[src/rtl/irq_ctrl_if.sv]
// Word-addressed register bus between the system bridge and irq_ctrl.
// Addr carries byte-address bits [31:2]; only Addr[3:2] selects a register.
interface irq_ctrl_if;
    logic [31:2] Addr;
    logic        WE;
    logic [31:0] Din;
    logic [31:0] Dout;

    modport master (
        output Addr,
        output WE,
        output Din,
        input  Dout
    );

    modport slave (
        input  Addr,
        input  WE,
        input  Din,
        output Dout
    );
endinterface

[src/rtl/irq_ctrl.sv]
// Interrupt controller: latches/masks N sources, fixed-priority arbitration (index 0 wins),
// offers one request at a time to CP0 and holds it in service until an EOI write.
module irq_ctrl #(
    parameter int N = 6
) (
    input  logic             clk,
    input  logic             reset,
    irq_ctrl_if.slave        bus,
    input  logic [N-1:0]     Src,
    input  logic             IntAck,
    output logic             IntReq,
    output logic [N-1:0]     HWInt
);

    typedef enum logic [1:0] {
        IDLE = 2'd0,
        REQ  = 2'd1,
        SERV = 2'd2
    } state_t;

    localparam logic [1:0] IDX_MASK = 2'd0;
    localparam logic [1:0] IDX_PEND = 2'd1;
    localparam logic [1:0] IDX_MODE = 2'd2;
    localparam logic [1:0] IDX_STAT = 2'd3;

    state_t         state_q, state_d;
    logic [N-1:0]   mask_q, mask_d;
    logic [N-1:0]   mode_q, mode_d;
    logic [N-1:0]   pend_q, pend_d;
    logic [N-1:0]   src_q;
    logic [2:0]     cur_q, cur_d;
    logic           int_req_q, int_req_d;
    logic [N-1:0]   hw_int_q, hw_int_d;

    logic [1:0]     idx;
    logic           wr_mask, wr_pend, wr_mode, wr_eoi;
    logic [N-1:0]   wr_data;
    logic [N-1:0]   eligible;
    logic [N-1:0]   rise;
    logic [N-1:0]   w1c;
    logic [N-1:0]   ack_clr;
    logic [2:0]     winner;
    logic           any_eligible;
    logic           busy;
    logic           unused_bus;

    assign idx     = bus.Addr[3:2];
    assign wr_data = bus.Din[N-1:0];
    assign wr_mask = bus.WE && (idx == IDX_MASK);
    assign wr_pend = bus.WE && (idx == IDX_PEND);
    assign wr_mode = bus.WE && (idx == IDX_MODE);
    assign wr_eoi  = bus.WE && (idx == IDX_STAT);

    assign unused_bus = ^{bus.Addr[31:4], bus.Din[31:N]};

    assign eligible     = pend_q & mask_q;
    assign any_eligible = |eligible;
    assign rise         = Src & ~src_q;
    assign w1c          = wr_pend ? wr_data : '0;
    assign ack_clr      = (state_q == REQ && IntAck) ? (N'(1) << cur_q) : '0;
    assign busy         = (state_q == SERV);

    // Scanning downward leaves the lowest set index as the winner.
    always_comb begin
        winner = 3'd0;
        for (int i = N - 1; i >= 0; i--) begin
            if (eligible[i]) begin
                winner = 3'(i);
            end
        end
    end

    // Level sources track the line; edge sources set on a rise, which beats any clear.
    for (genvar gi = 0; gi < N; gi++) begin : g_pend
        assign pend_d[gi] = mode_q[gi]
                          ? (rise[gi] | (pend_q[gi] & ~w1c[gi] & ~ack_clr[gi]))
                          : Src[gi];
    end

    assign mask_d = wr_mask ? wr_data : mask_q;
    assign mode_d = wr_mode ? wr_data : mode_q;

    always_comb begin
        state_d = state_q;
        cur_d   = cur_q;
        unique case (state_q)
            IDLE: begin
                if (any_eligible) begin
                    state_d = REQ;
                    cur_d   = winner;
                end
            end
            REQ: begin
                if (IntAck) begin
                    state_d = SERV;
                end else if (!any_eligible) begin
                    state_d = IDLE;
                    cur_d   = 3'd0;
                end else if (winner != cur_q) begin
                    cur_d   = winner;
                end
            end
            SERV: begin
                if (wr_eoi) begin
                    state_d = IDLE;
                    cur_d   = 3'd0;
                end
            end
            default: begin
                state_d = IDLE;
                cur_d   = 3'd0;
            end
        endcase
        // Outputs follow the next state so they move on the same edge as the FSM.
        int_req_d = (state_d == REQ);
        hw_int_d  = (state_d == REQ) ? (N'(1) << cur_d) : '0;
    end

    always_ff @(posedge clk or negedge reset) begin
        if (!reset) begin
            state_q   <= IDLE;
            mask_q    <= '0;
            mode_q    <= '0;
            pend_q    <= '0;
            src_q     <= '0;
            cur_q     <= 3'd0;
            int_req_q <= 1'b0;
            hw_int_q  <= '0;
        end else begin
            state_q   <= state_d;
            mask_q    <= mask_d;
            mode_q    <= mode_d;
            pend_q    <= pend_d;
            src_q     <= Src;
            cur_q     <= cur_d;
            int_req_q <= int_req_d;
            hw_int_q  <= hw_int_d;
        end
    end

    assign IntReq = int_req_q;
    assign HWInt  = hw_int_q;

    always_comb begin
        bus.Dout = '0;
        unique case (idx)
            IDX_MASK: bus.Dout[N-1:0] = mask_q;
            IDX_PEND: bus.Dout[N-1:0] = pend_q;
            IDX_MODE: bus.Dout[N-1:0] = mode_q;
            IDX_STAT: bus.Dout = {22'b0, state_q, 4'b0, busy, cur_q};
            default:  bus.Dout = '0;
        endcase
    end

endmodule

[src/flat_wrapper.sv]
// flat-port wrapper written by rule: the top's interface ports become plain ports
module irq_ctrl_flat 
#(
    parameter int N = 6
)
  (clk, reset, Src, IntAck, IntReq, HWInt, bus_Addr, bus_WE, bus_Din, bus_Dout);
  irq_ctrl_if bus_i ();
  input  logic clk;
  input  logic reset;
  input  logic [N-1:0] Src;
  input  logic IntAck;
  output logic IntReq;
  output logic [N-1:0] HWInt;
  input wire logic [$bits(bus_i.Addr)-1:0] bus_Addr;
  input wire logic [$bits(bus_i.WE)-1:0] bus_WE;
  input wire logic [$bits(bus_i.Din)-1:0] bus_Din;
  output wire logic [$bits(bus_i.Dout)-1:0] bus_Dout;
  assign bus_i.Addr = bus_Addr;
  assign bus_i.WE = bus_WE;
  assign bus_i.Din = bus_Din;
  assign bus_Dout = bus_i.Dout;
  irq_ctrl #(.N(N)) u_core (.clk(clk), .reset(reset), .bus(bus_i), .Src(Src), .IntAck(IntAck), .IntReq(IntReq), .HWInt(HWInt));
endmodule
[config.mk]
export PLATFORM = sky130hd
export DESIGN_NAME = irq_ctrl_flat
export DESIGN_NICKNAME = d
export VERILOG_FILES = /design/src/rtl/irq_ctrl_if.sv /design/src/rtl/irq_ctrl.sv /design/src/flat_wrapper.sv
export SDC_FILE = /design/constraint.sdc
export NUM_CORES = 1
export LEC_CHECK = 0
export CAP_MARGIN = 20
export CORE_MARGIN = 2
export CORE_UTILIZATION = 37
export DETAILED_ROUTE_END_ITERATION = 6
export PLACE_DENSITY_LB_ADDON = 0.05
export SKIP_LAST_GASP = 1
export SYNTH_ARGS = -nofsm -noshare
export SYNTH_HDL_FRONTEND = slang
export SYNTH_SLANG_ARGS = --single-unit
[constraint.sdc]
create_clock -name clk -period 1.8 [get_ports clk]
set_clock_uncertainty 0.2 [all_clocks]
set_input_delay 0.18 -clock clk [delete_from_list [all_inputs] [get_ports clk]]
set_output_delay 0.18 -clock clk [all_outputs]
set_load 0.01 [all_outputs]
# [After elaboration in Yosys (flattened, before gate mapping)]
# Index checks and enable logic that the tools add are counted.
# Widths: inputs -> output; s select.
[classes] eq_ne=7 n_shift=2 mux=28 bitwise_logic=33 reduce_logical=8
[op_table] cell="$mux 3" n=11
[op_table] cell="$pmux 6 s4" n=1
[op_table] cell="$mux 6" n=3
[op_table] cell="$and 1x1->1" n=12
[op_table] cell="$and 6x6->6" n=2
[op_table] cell="$not 1->1" n=12
[op_table] cell="$shl 1x3->6 const A" n=2
[op_table] cell="$pmux 3 s3" n=1
[op_table] cell="$mux 2" n=4
[op_table] cell="$eq 2x1->1 const B" n=3
[op_table] cell="$eq 2x2->1 const B" n=3
[op_table] cell="$mux 1" n=6
[op_table] cell="$not 6->6" n=1
[op_table] cell="$or 1x1->1" n=6
[op_table] cell="$pmux 2 s3" n=1
[op_table] cell="$reduce_or 6->1" n=1
[op_table] cell="$logic_and 1x1->1" n=5
[op_table] cell="$logic_not 2->1" n=2
[op_table] cell="$mux 4" n=1
[op_table] cell="$ne 3x3->1" n=1
[totals] regBits=36 out_inout_bits=39

# [Depth between registers and ports, before layout]
# Gate-level depths: netlist (run 1).
[logic_depth] depth_word=14 depth_mapped=5

# [Least setup slack after synthesis (run 1)]
# OpenSTA, ideal clock, no wires.
[synth_path] path_type="register -> register" startpoint="register u_core.pend_q[4]" endpoint="register u_core.hw_int_q[5], in the netlist u_core.HWInt[5]" setup_ns=0.067 t_arrival_ns=1.327 t_required_ns=1.533 slack_ns=0.206 path_stages_with_launch=5 n_path_buf=0 cell_sequence="dfrtp_1 a22o_4 nor4b_4 o21a_4 o2111a_1"
[synth_via] elab_chain_cells=13 elab_cells_between_ends=20 classes_between="eq/ne (2); shift (1); mux (15); bitwise (1); reduce/logical (1)"
[synth_lines] element="start, declared" line="irq_ctrl.sv:29" rtl="logic [N-1:0] pend_q, pend_d;"
[synth_lines] element="start signal, assigned" line="irq_ctrl.sv:133" rtl="pend_q <= pend_d;"
[synth_lines] element="$and 6x6->6 *" line="irq_ctrl.sv:56" rtl="assign eligible = pend_q & mask_q;"
[synth_lines] element="$mux 3 (5 in a row)" line="irq_ctrl.sv:67" rtl="if (eligible[i]) begin"
[synth_lines] element="$ne 3x3->1" line="irq_ctrl.sv:99" rtl="end else if (winner != cur_q) begin"
[synth_lines] element="$mux 3" line="irq_ctrl.sv:99"
[synth_lines] element="$mux 3" line="irq_ctrl.sv:96" rtl="end else if (!any_eligible) begin"
[synth_lines] element="$mux 3" line="irq_ctrl.sv:94" rtl="if (IntAck) begin"
[synth_lines] element="$pmux 3 s3" line="irq_ctrl.sv:86" rtl="unique case (state_q)"
[synth_lines] element="$shl 1x3->6" line="irq_ctrl.sv:116" rtl="hw_int_d = (state_d == REQ) ? (N'(1) << cur_d) : '0;"
[synth_lines] element="$mux 6 *" line="irq_ctrl.sv:116"
[synth_lines] element="net u_core.hw_int_d[5]" line="irq_ctrl.sv:33" rtl="logic [N-1:0] hw_int_q, hw_int_d;"
[synth_lines] element="end signal, assigned" line="irq_ctrl.sv:137" rtl="hw_int_q <= hw_int_d;"
[synth_lines] element="end, declared" line="irq_ctrl.sv:33"
# The timed path passes the listed nets; every way through them passes the cells marked *.
# A chain may end at the register's enable or synchronous reset.

# [Worst setup path in the final report (run 1)]
[layout_path] startpoint="register u_core.state_q[1]" endpoint="output bus_Dout[3]"
[layout_via] elab_chain_cells=2
[layout_lines] element="start, declared" line="irq_ctrl.sv:26" rtl="state_t state_q, state_d;"
[layout_lines] element="start signal, assigned" line="irq_ctrl.sv:130" rtl="state_q <= state_d;"
[layout_lines] element="$eq 2x2->1" line="irq_ctrl.sv:61" rtl="assign busy = (state_q == SERV);"
[layout_lines] element="$pmux 6 s4" line="irq_ctrl.sv:146" rtl="unique case (idx)"
[layout_lines] element="end, declared" line="flat_wrapper.sv:17" rtl="output wire logic [$bits(bus_i.Dout)-1:0] bus_Dout;"
# Every way passes these cells.

==> results of run 1 <==
final cells by class:
| class | count | area, sq um |
|---|---|---|
| fillers | 465 | 2300 |
| flip-flops and latches | 36 | 901 |
| multi-input cells | 120 | 858 |
| repair buffers | 62 | 549 |
| clock buffers | 8 | 90.1 |
| well taps | 67 | 83.8 |
| inverters | 1 | 3.75 |
kinds of logic after synthesis:
group           after synthesis  share of synthesized area [%]
other cells                   1                          0.202
compound gates               34                           14.3
mux                          18                           13.2
buf+inv                      28                           10.7
flops                        36                           48.6
simple gates                 44                           13.1
power groups by stage:
stage	Sequential, W	Combinational [W]	Clock [W]
floorplan	0.00115	0.000582	0
global placement	0.00112	0.00113	0
detailed placement	0.00112	0.00113	0
CTS	0.00111	0.00113	0.000612
global route	0.00113	0.00126	0.000655
finish	0.00111	0.00115	0.000605
flip-flops by register name, summed over array words and instances, names as in the netlist:
| signal | flops |
|---|---|
| u_core.HWInt | 6 |
| u_core.mask_q | 6 |
| u_core.mode_q | 6 |
| u_core.pend_q | 6 |
| u_core.src_q | 6 |
| u_core.cur_q | 3 |
| u_core.state_q | 2 |
| u_core.IntReq | 1 |
worst max-delay path: cells and delay by family, from the launching register on:
family | cells | cell delay (ps)
buffers and inverters | 1 | 150
DFF | 1 | 380
muxes | 1 | 470
and+or+nand+nor | 1 | 200
timing repair:
action / 4_1_cts / 5_1_grt
buffers inserted: 2 / 4
setup endpoints to repair: 9 / 8
hold buffers: 0 / 0
endpoints found under the hold margin: 0 / 0
pin swaps: 0 / 1
cloned: 1 / 0
resized for setup: 21 / 6
cell usage after synthesis, types with 2 or more instances:
cell type and instances:
sky130_fd_sc_hd__nand3b_1 3, sky130_fd_sc_hd__nand2_1 20, sky130_fd_sc_hd__o21ai_0 6, sky130_fd_sc_hd__a21oi_1 8
sky130_fd_sc_hd__nor3_1 3, sky130_fd_sc_hd__o31a_2 2, sky130_fd_sc_hd__a221oi_1 2, sky130_fd_sc_hd__buf_2 2
sky130_fd_sc_hd__mux4_2 4, sky130_fd_sc_hd__mux2_2 12, sky130_fd_sc_hd__mux2i_1 2, sky130_fd_sc_hd__nand3_1 3
sky130_fd_sc_hd__nand2b_1 2, sky130_fd_sc_hd__buf_4 24, sky130_fd_sc_hd__dfrtp_1 36, sky130_fd_sc_hd__nor2_1 3
sky130_fd_sc_hd__and3_1 2, sky130_fd_sc_hd__a22o_2 2, sky130_fd_sc_hd__a22o_1 4, sky130_fd_sc_hd__a21o_1 2
through the flow:
stage               utilization [%]  area, sq um  power (W)
global route                   51.9         2490    0.00305
finish                         51.9         2490    0.00287
CTS                            51.2         2450    0.00285
global placement               49.1         2350    0.00225
floorplan                         -         1940    0.00173
detailed placement             49.1         2350    0.00226
per-layer routing:
| metal | up-vias | wire (um) |
|---|---|---|
| li1 | 667 | - |
| met1 | 713 | 1980 |
| met2 | 43 | 2210 |
| met3 | 5 | 214 |
| met4 | 0 | 41 |
| met5 | - | 0 |
final timing paths:
check	from	to	slack, ps	depth (start not counted)
min reg2reg	u_core.src_q[5]$_DFF_PN0_	u_core.pend_q[5]$_DFF_PN0_	350	2
min	reset	u_core.pend_q[2]$_DFF_PN0_	100	2
max reg2reg	u_core.pend_q[1]$_DFF_PN0_	u_core.HWInt[5]$_DFF_PN0_	60	5
max	u_core.state_q[1]$_DFF_PN0_	bus_Dout[3]	-60	3
min in group clk	Src[2]	u_core.src_q[2]$_DFF_PN0_	150	1
max in group asynchronous	reset	u_core.mask_q[3]$_DFFE_PN0P_	960	2
==> summary by stage, run 1 <==
Status
The run finished, with violations left. The checks that failed: setup timing.

Logic synthesis
In this run, synthesis produced a sequential element count of 36. The portion of synthesized cell area occupied by the leading cell type is 48.6%. The proportion of synthesized chip area in sequential cells is 48.6%.

The number of enable-type register cells in the synthesized netlist is 0. The cell area after synthesis is 1860 sq um. The per-instance average area after synthesis is 11.5 sq um. The number of warnings reported in the yosys synthesis log is 0. The fraction of registers with async set or reset after synthesis is 100%. The count of cell types in the netlist is 39.

The post-synthesis instance total is 161. Yosys attributes the largest share of cell area to sky130_fd_sc_hd__dfrtp_1 (49%), sky130_fd_sc_hd__buf_4 (9.7%), sky130_fd_sc_hd__mux2_2 (7.3%). The dominant register cell in the synthesized netlist is sky130_fd_sc_hd__dfrtp_1. sky130_fd_sc_hd__dfrtp_1 takes more of the synthesized area than any other cell.

Global routing
The global-route congestion overflow total is 0. The number of antenna violations at the first check in global routing was 0. The first global-routing pass estimated 6.95 mm of wire. The met3 usage in global routing is 4.02%. Global routing consumed, over all layers together, 17.2% of the routing resources. Global routing used 28.6% of the available met2 tracks. The maximum number of pins on one net before global-route repair is 37. For met1 alone, demand over resource in global routing was 22.8%. The number of global-route vias before repair is 1,325. The most heavily used metal layer in global routing is met2.

Pwr
The standby leakage power is 1.17 nW. The power density over the cells is 1150 nW/um^2. The peak supply drop is 0.526 mV.

The clock network power share is 21.1%. The switching power is 0.000948 W. The cell-internal power is 0.00192 W.

Combinational logic is responsible for 40.2% of the overall power. The share of power burned in registers is 38.7%. The switching share of power is 33.1%.

Critical path
Data on the critical path is required at its endpoint by 1420 ps. The stage delay of the slowest cell on the critical path is 470 ps. The slowest stage of the critical path is the sky130_fd_sc_hd__mux4_2 cell. The type of the setup path with the least slack is flop to output pin.

Data arrives at the worst endpoint at 1480 ps. The maximum fanout count along the critical path is 2. The signal on the critical path passes through and2b_1 > mux4_2 > buf_2.

The worst setup path is launched from a flop. The endpoint class of the critical path is an output pin.

STA
For this run, the top clock speed supported by timing is 537 MHz. Setup repair after global routing could not meet its margin everywhere. After routing, the total negative slack on setup checks comes to -62.9 ps. Of the available clock period, the critical path in the final layout requires 103%. The tightest hold path in the finished design has a slack of 101 ps.

The minimum clock period after layout is 1860 ps. The number of max-slew violations in the final report came to 0. The total count of hold-check failures in the final report is 0. The number of failing setup endpoints in the final timing report is 1. After layout, the worst setup slack is -62.9 ps.

Place
Port buffering added 32 buffers. The detailed-placement wirelength estimate is 3.27 mm. The cell count after placement is 279. Timing analysis after detailed placement gives a worst setup slack of -426 ps. The final weighted congestion in routability-driven placement is 0.793.

Route
Across all layers, the routed design uses 1,428 vias. The count of antenna-violating nets left after detailed routing is 0. The routed design has 4.45 mm of wire. The via count normalized by instance count is 4.86. For this run, design rule violations remaining after detail routing come to 0. After the first detailed-routing iteration, the DRC count stood at 115.

The detailed-routing iteration count for the pre-antenna-repair pass is 4. After detailed routing, the average wire length per cell comes to 15.1 um.

Floorplanning
In this run the count of I/O pins placed on the die edge is 111. The die covers 5600 sq um. The core region area is 4790 sq um. Once the floorplan was initialized, standard cells occupied 38.8% of the core. In this run the core area contains 25 standard-cell rows. The die extent in y is 74.8 um.

Measured along the x axis, the die boundary spans 74.8 um.

Clock network
The clock buffer count from CTS is 5. TritonCTS built the clock tree. After clock tree synthesis, the clock-pin slew on the worst setup and hold paths is 80 ps. The clock latency at the later pin of the worst-skew pair is 290 ps. The clock root buffer master is sky130_fd_sc_hd__clkbuf_8.

The number of H-tree levels is 2. The clock sink total is 36. The largest buffer count on any clock path is 2.

Cells and area
Leaving out fill and tap cells, the most frequent cell in the layout is sky130_fd_sc_hd__dfrtp_1. Excluding fillers, the count of instances in the completed layout stands at 294. The antenna diode count is 0. The final-stage net count is 298. The share of layout cells above drive strength 1 is 30.0%. Leaving out fill and tap cells, the most frequent cells in the layout are sky130_fd_sc_hd__dfrtp_1 (36), sky130_fd_sc_hd__buf_4 (26), sky130_fd_sc_hd__conb_1 (24). The post-synthesis to final-layout area growth is 34.0%.

Worst hold path
The min-delay analysis places its worst path in the category input port to async pin.

Run
The total of max-cap violations is 0.
Note: power is estimated with default switching activity, not from simulation.
==> inputs of run 2 (changes only) <==
--- a/config.mk
+++ b/config.mk
@@ -7,7 +7,7 @@
 export LEC_CHECK = 0
 export CAP_MARGIN = 20
 export CORE_MARGIN = 2
-export CORE_UTILIZATION = 37
+export CORE_UTILIZATION = 34
 export DETAILED_ROUTE_END_ITERATION = 6
 export PLACE_DENSITY_LB_ADDON = 0.05
 export SKIP_LAST_GASP = 1
==> constraint.sdc (replaced) <==
create_clock -name clk -period 1.6 [get_ports clk]
set_clock_uncertainty 0.2 [all_clocks]
set_input_delay 0.16 -clock clk [delete_from_list [all_inputs] [get_ports clk]]
set_output_delay 0.16 -clock clk [all_outputs]
set_load 0.01 [all_outputs]
==> run 2 against run 1 <==
The run still ends with setup timing left. Register-to-register slack lost 230 ps. Combinational power up 40%. Non-clock buffer count increased by 13. Sequential power up 11%. Clock-buffer cell count is 2 lower. Wire length grew 7.4%. Utilization rose by 0.28 points. Via count up 4.0%. Global-route usage shrank 0.52 points. Critical path depth stayed put. Die area up 8.3%. Final cell count is 5.4% higher. Critical path type unchanged. Critical endpoint unchanged. Highest routed layer unchanged.
==> summary by stage, run 2 (synthesized netlist as in run 1, its figures left out) <==
Status
The flow ran to the end, but the final reports show violations. The final reports fail on setup timing.

Cells and area
In the layout the commonest cells are sky130_fd_sc_hd__dfrtp_1 (36), sky130_fd_sc_hd__buf_4 (31), sky130_fd_sc_hd__conb_1 (24). The post-layout instance area is 2700 sq um (+8.7%). The area of combinational cells with multiple inputs came to 932 sq um (+8.6%).

Compared with the post-synthesis result, the final layout area differs by 45.6%. The final-stage net count came to 311 (+4.4%). The share of layout cells above drive strength 1 is 41.7% (+12 points). The total area of sequential cells is 901 sq um (unchanged). The library cell used most frequently in the layout, excluding fill and tap cells, is sky130_fd_sc_hd__dfrtp_1. The antenna diode count is 0 (unchanged). The number of filler cells placed in the layout is 480 (+3.2%).

Clock network
The clock latency at the later pin of the worst-skew pair is 290 ps (about the same). The clock buffer count from CTS is 5 (unchanged). The clock slew seen by the registers of the worst setup and hold paths is 70 ps (about the same).

The count of hold buffers inserted by post-cts repair is 0 (unchanged). The clock sink total is 36 (unchanged). The clock tree from TritonCTS is done. The tree is rooted in a sky130_fd_sc_hd__clkbuf_8.

The largest buffer count on any clock path was 2 (unchanged). The number of H-tree levels was 2 (unchanged).

Critical path
The data arrival time of the worst path was 1460 ps (-20 ps). The worst path required time came to 1240 ps (-180 ps). The depth of the worst register-to-register path is 5 (unchanged). The endpoint of the worst register-to-register path is u_core.HWInt[5]$_DFF_PN0_. The critical path goes through and2b_1 > mux4_2 > buf_2. The maximum fanout count along the critical path is 2 (unchanged).

The sort of element at the start of the critical path is a flop. The largest delay contributor family on the critical path is multiplexers. The critical path is of the flop to output pin type. The reg-to-reg startpoint is u_core.state_q[0]$_DFF_PN0_. The register-to-register path setup slack is -170 ps (-230 ps). The total buffers and inverters traversed by the critical path is 1 (unchanged). The slowest stage of the critical path is the sky130_fd_sc_hd__mux4_2 cell. The stage delay of the slowest cell on the critical path is 460 ps (about the same). The endpoint class of the critical path is an output pin.

STA
Derived from the worst setup path, the maximum achievable clock frequency is 549 MHz. The tightest hold margin is 44.5 ps (-57.0 ps). The number of failing setup endpoints in the final timing report came to 17 (+16). The smallest clock period supported by the final layout is computed as 1820 ps. In the finished design, the share of the clock period the worst path needs comes to 114%. The number of max-slew violations in the final report is 0 (unchanged). The total count of hold-check failures in the final report is 0 (unchanged). Setup repair after global routing could not meet its margin everywhere. The post-route worst setup slack came to -222 ps (-159 ps).

Route
The detail-routed net length per standard cell is 15.4 um (+1.8%). The residual DRC count is 0 (unchanged). The via count normalized by instance count was 4.79 (-1.4%). The count of antenna-violating nets left after detailed routing is 0 (unchanged). The number of design-rule violations left by the first detailed-router iteration came to 82 (-29%). The via count was 1,485 (+4.0%). The routed wire length came to 4.78 mm (+7.4%).

The detailed-routing iteration count for the pre-antenna-repair pass is 4 (unchanged).

Global routing
The number of global-route vias before repair is 1,447 (+9.2%). The number of antenna violations at the first check in global routing is 0 (unchanged). The global-route congestion overflow total is 0 (unchanged).

The maximum number of pins on one net before global-route repair came to 37 (unchanged). The first-pass GRT wire length is 7.60 mm (+9.4%). The global-route usage over all layers is 16.6% (-0.52 points).

Floorplanning
The overall die area is 6060 sq um (+8.3%). The number of top-level design ports was 111 (unchanged). The starting density of the core is 35.9% (-2.9 points). The core region area came to 5170 sq um (+8.1%). The die span in x was 77.9 um (+4.1%). The number of rows in the core area is 26 (+4.0%). The die extent in y is 77.9 um (+4.1%).

Place
The final weighted congestion in routability-driven placement is 0.832 (+5.0%). The count of input and output buffers is 32 (unchanged). The post-placement cell area is 2440 sq um (+4.0%). The detailed-placement wirelength estimate is 3.47 mm (+6.2%).

Pwr
The share of power burned in registers is 33.9% (-4.8 points). The standby leakage power came to 1.25 nW (+6.8%). The peak supply drop was 0.590 mV (+12%). The clock network power share is 21.6% (+0.5 points). The switching power is 0.00119 W (+26%). The power share of the combinational group is 44.4% (+4.2 points).

The total chip power is 0.00362 W (+26%). The power density over the cells is 1340 nW/um^2 (+16%). The cell-internal power is 0.00243 W (+26%). The switching share of power is 33.0% (-0.076 points).

Worst hold path
The path class of the tightest hold or removal check is input port to async pin.

Run
The total of max-cap violations is 0 (unchanged).
==> run 2: cell count changes in the layout (fill, tap and decap cells not counted), sizes merged <==
| cell | delta |
|---|---|
| dlygate4sd2 | -2 |
| clkdlybuf4s15 | -1 |
| bufinv | +1 |
| clkbuf | +2 |
| clkinv | +1 |
| buf | +13 |
| dlymetal6s2s | -1 |
==> run 2: power by group through the flow <==
stage | clock network (W) | logic, W | registers [W]
6_report | 0.000783 | 0.00161 | 0.00123
5_1_grt | 0.000853 | 0.00173 | 0.00125
4_1_cts | 0.000803 | 0.00154 | 0.00123
3_5_place_dp | 0 | 0.00137 | 0.00125
3_3_place_gp | 0 | 0.00136 | 0.00125
2_1_floorplan | 0 | 0.000655 | 0.00129
==> run 2: cell type report <==
| type | count | share of cell area (%) |
|---|---|---|
| Clock buffer | 6 | 2.69 |
| Clock inverter | 2 | 1.30 |
| Inverter | 1 | 0.139 |
| Multi-Input combinational cell | 120 | 34.5 |
| Sequential cell | 36 | 33.3 |
| Tap cell | 70 | 3.24 |
| Timing Repair Buffer | 75 | 24.8 |
==> run 2: metrics by stage <==
stage,worst slack (ps),setup TNS (ps),utilization (%),cells
global placement,-574,-10210,47.2,294
finish,-222,-1560,52.2,310
global route,-262,-2450,52.2,310
detailed placement,-594,-10960,47.2,294
floorplan,5.83,0,-,184
CTS,-228,-1740,52.0,309
==> run 2: worst max-delay path by stage <==
stage / startpoint / endpoint / cells after the start
after floorplan: u_core.pend_q[4]$_DFF_PN0_ / u_core.HWInt[5]$_DFF_PN0_ / 4
after global placement: bus_Addr[0] / bus_Dout[1] / 4
after detailed placement: bus_Addr[0] / bus_Dout[1] / 4
after CTS: u_core.state_q[1]$_DFF_PN0_ / bus_Dout[3] / 3
after global routing: u_core.state_q[1]$_DFF_PN0_ / bus_Dout[3] / 3
final: u_core.state_q[1]$_DFF_PN0_ / bus_Dout[3] / 3
==> run 2: worst register-to-register path: stages, from the launching register on <==
cell                       delay (ps)
sky130_fd_sc_hd__dfrtp_1          370
sky130_fd_sc_hd__buf_4            140
sky130_fd_sc_hd__nand3b_1         140
sky130_fd_sc_hd__a21bo_2          310
sky130_fd_sc_hd__o21a_4           260
sky130_fd_sc_hd__o2111a_1         240
==> run 2: what timing repair did <==
| action | in CTS | in global routing |
|---|---|---|
| setup endpoints to repair | 22 | 22 |
| gates cloned | 0 | 0 |
| pin swaps | 8 | 8 |
| resized for setup | 51 | 14 |
| buffers inserted | 7 | 1 |
==> run 2: metal layers <==
metal / vias to the layer above / GRT usage [%] / wire length (um)
met3: 6 / 4.19 / 278
met4: 0 / 5.36 / 63
met5: - / 0 / 0
li1: 691 / - / -
met1: 739 / 22.6 / 2140
met2: 49 / 25.9 / 2300
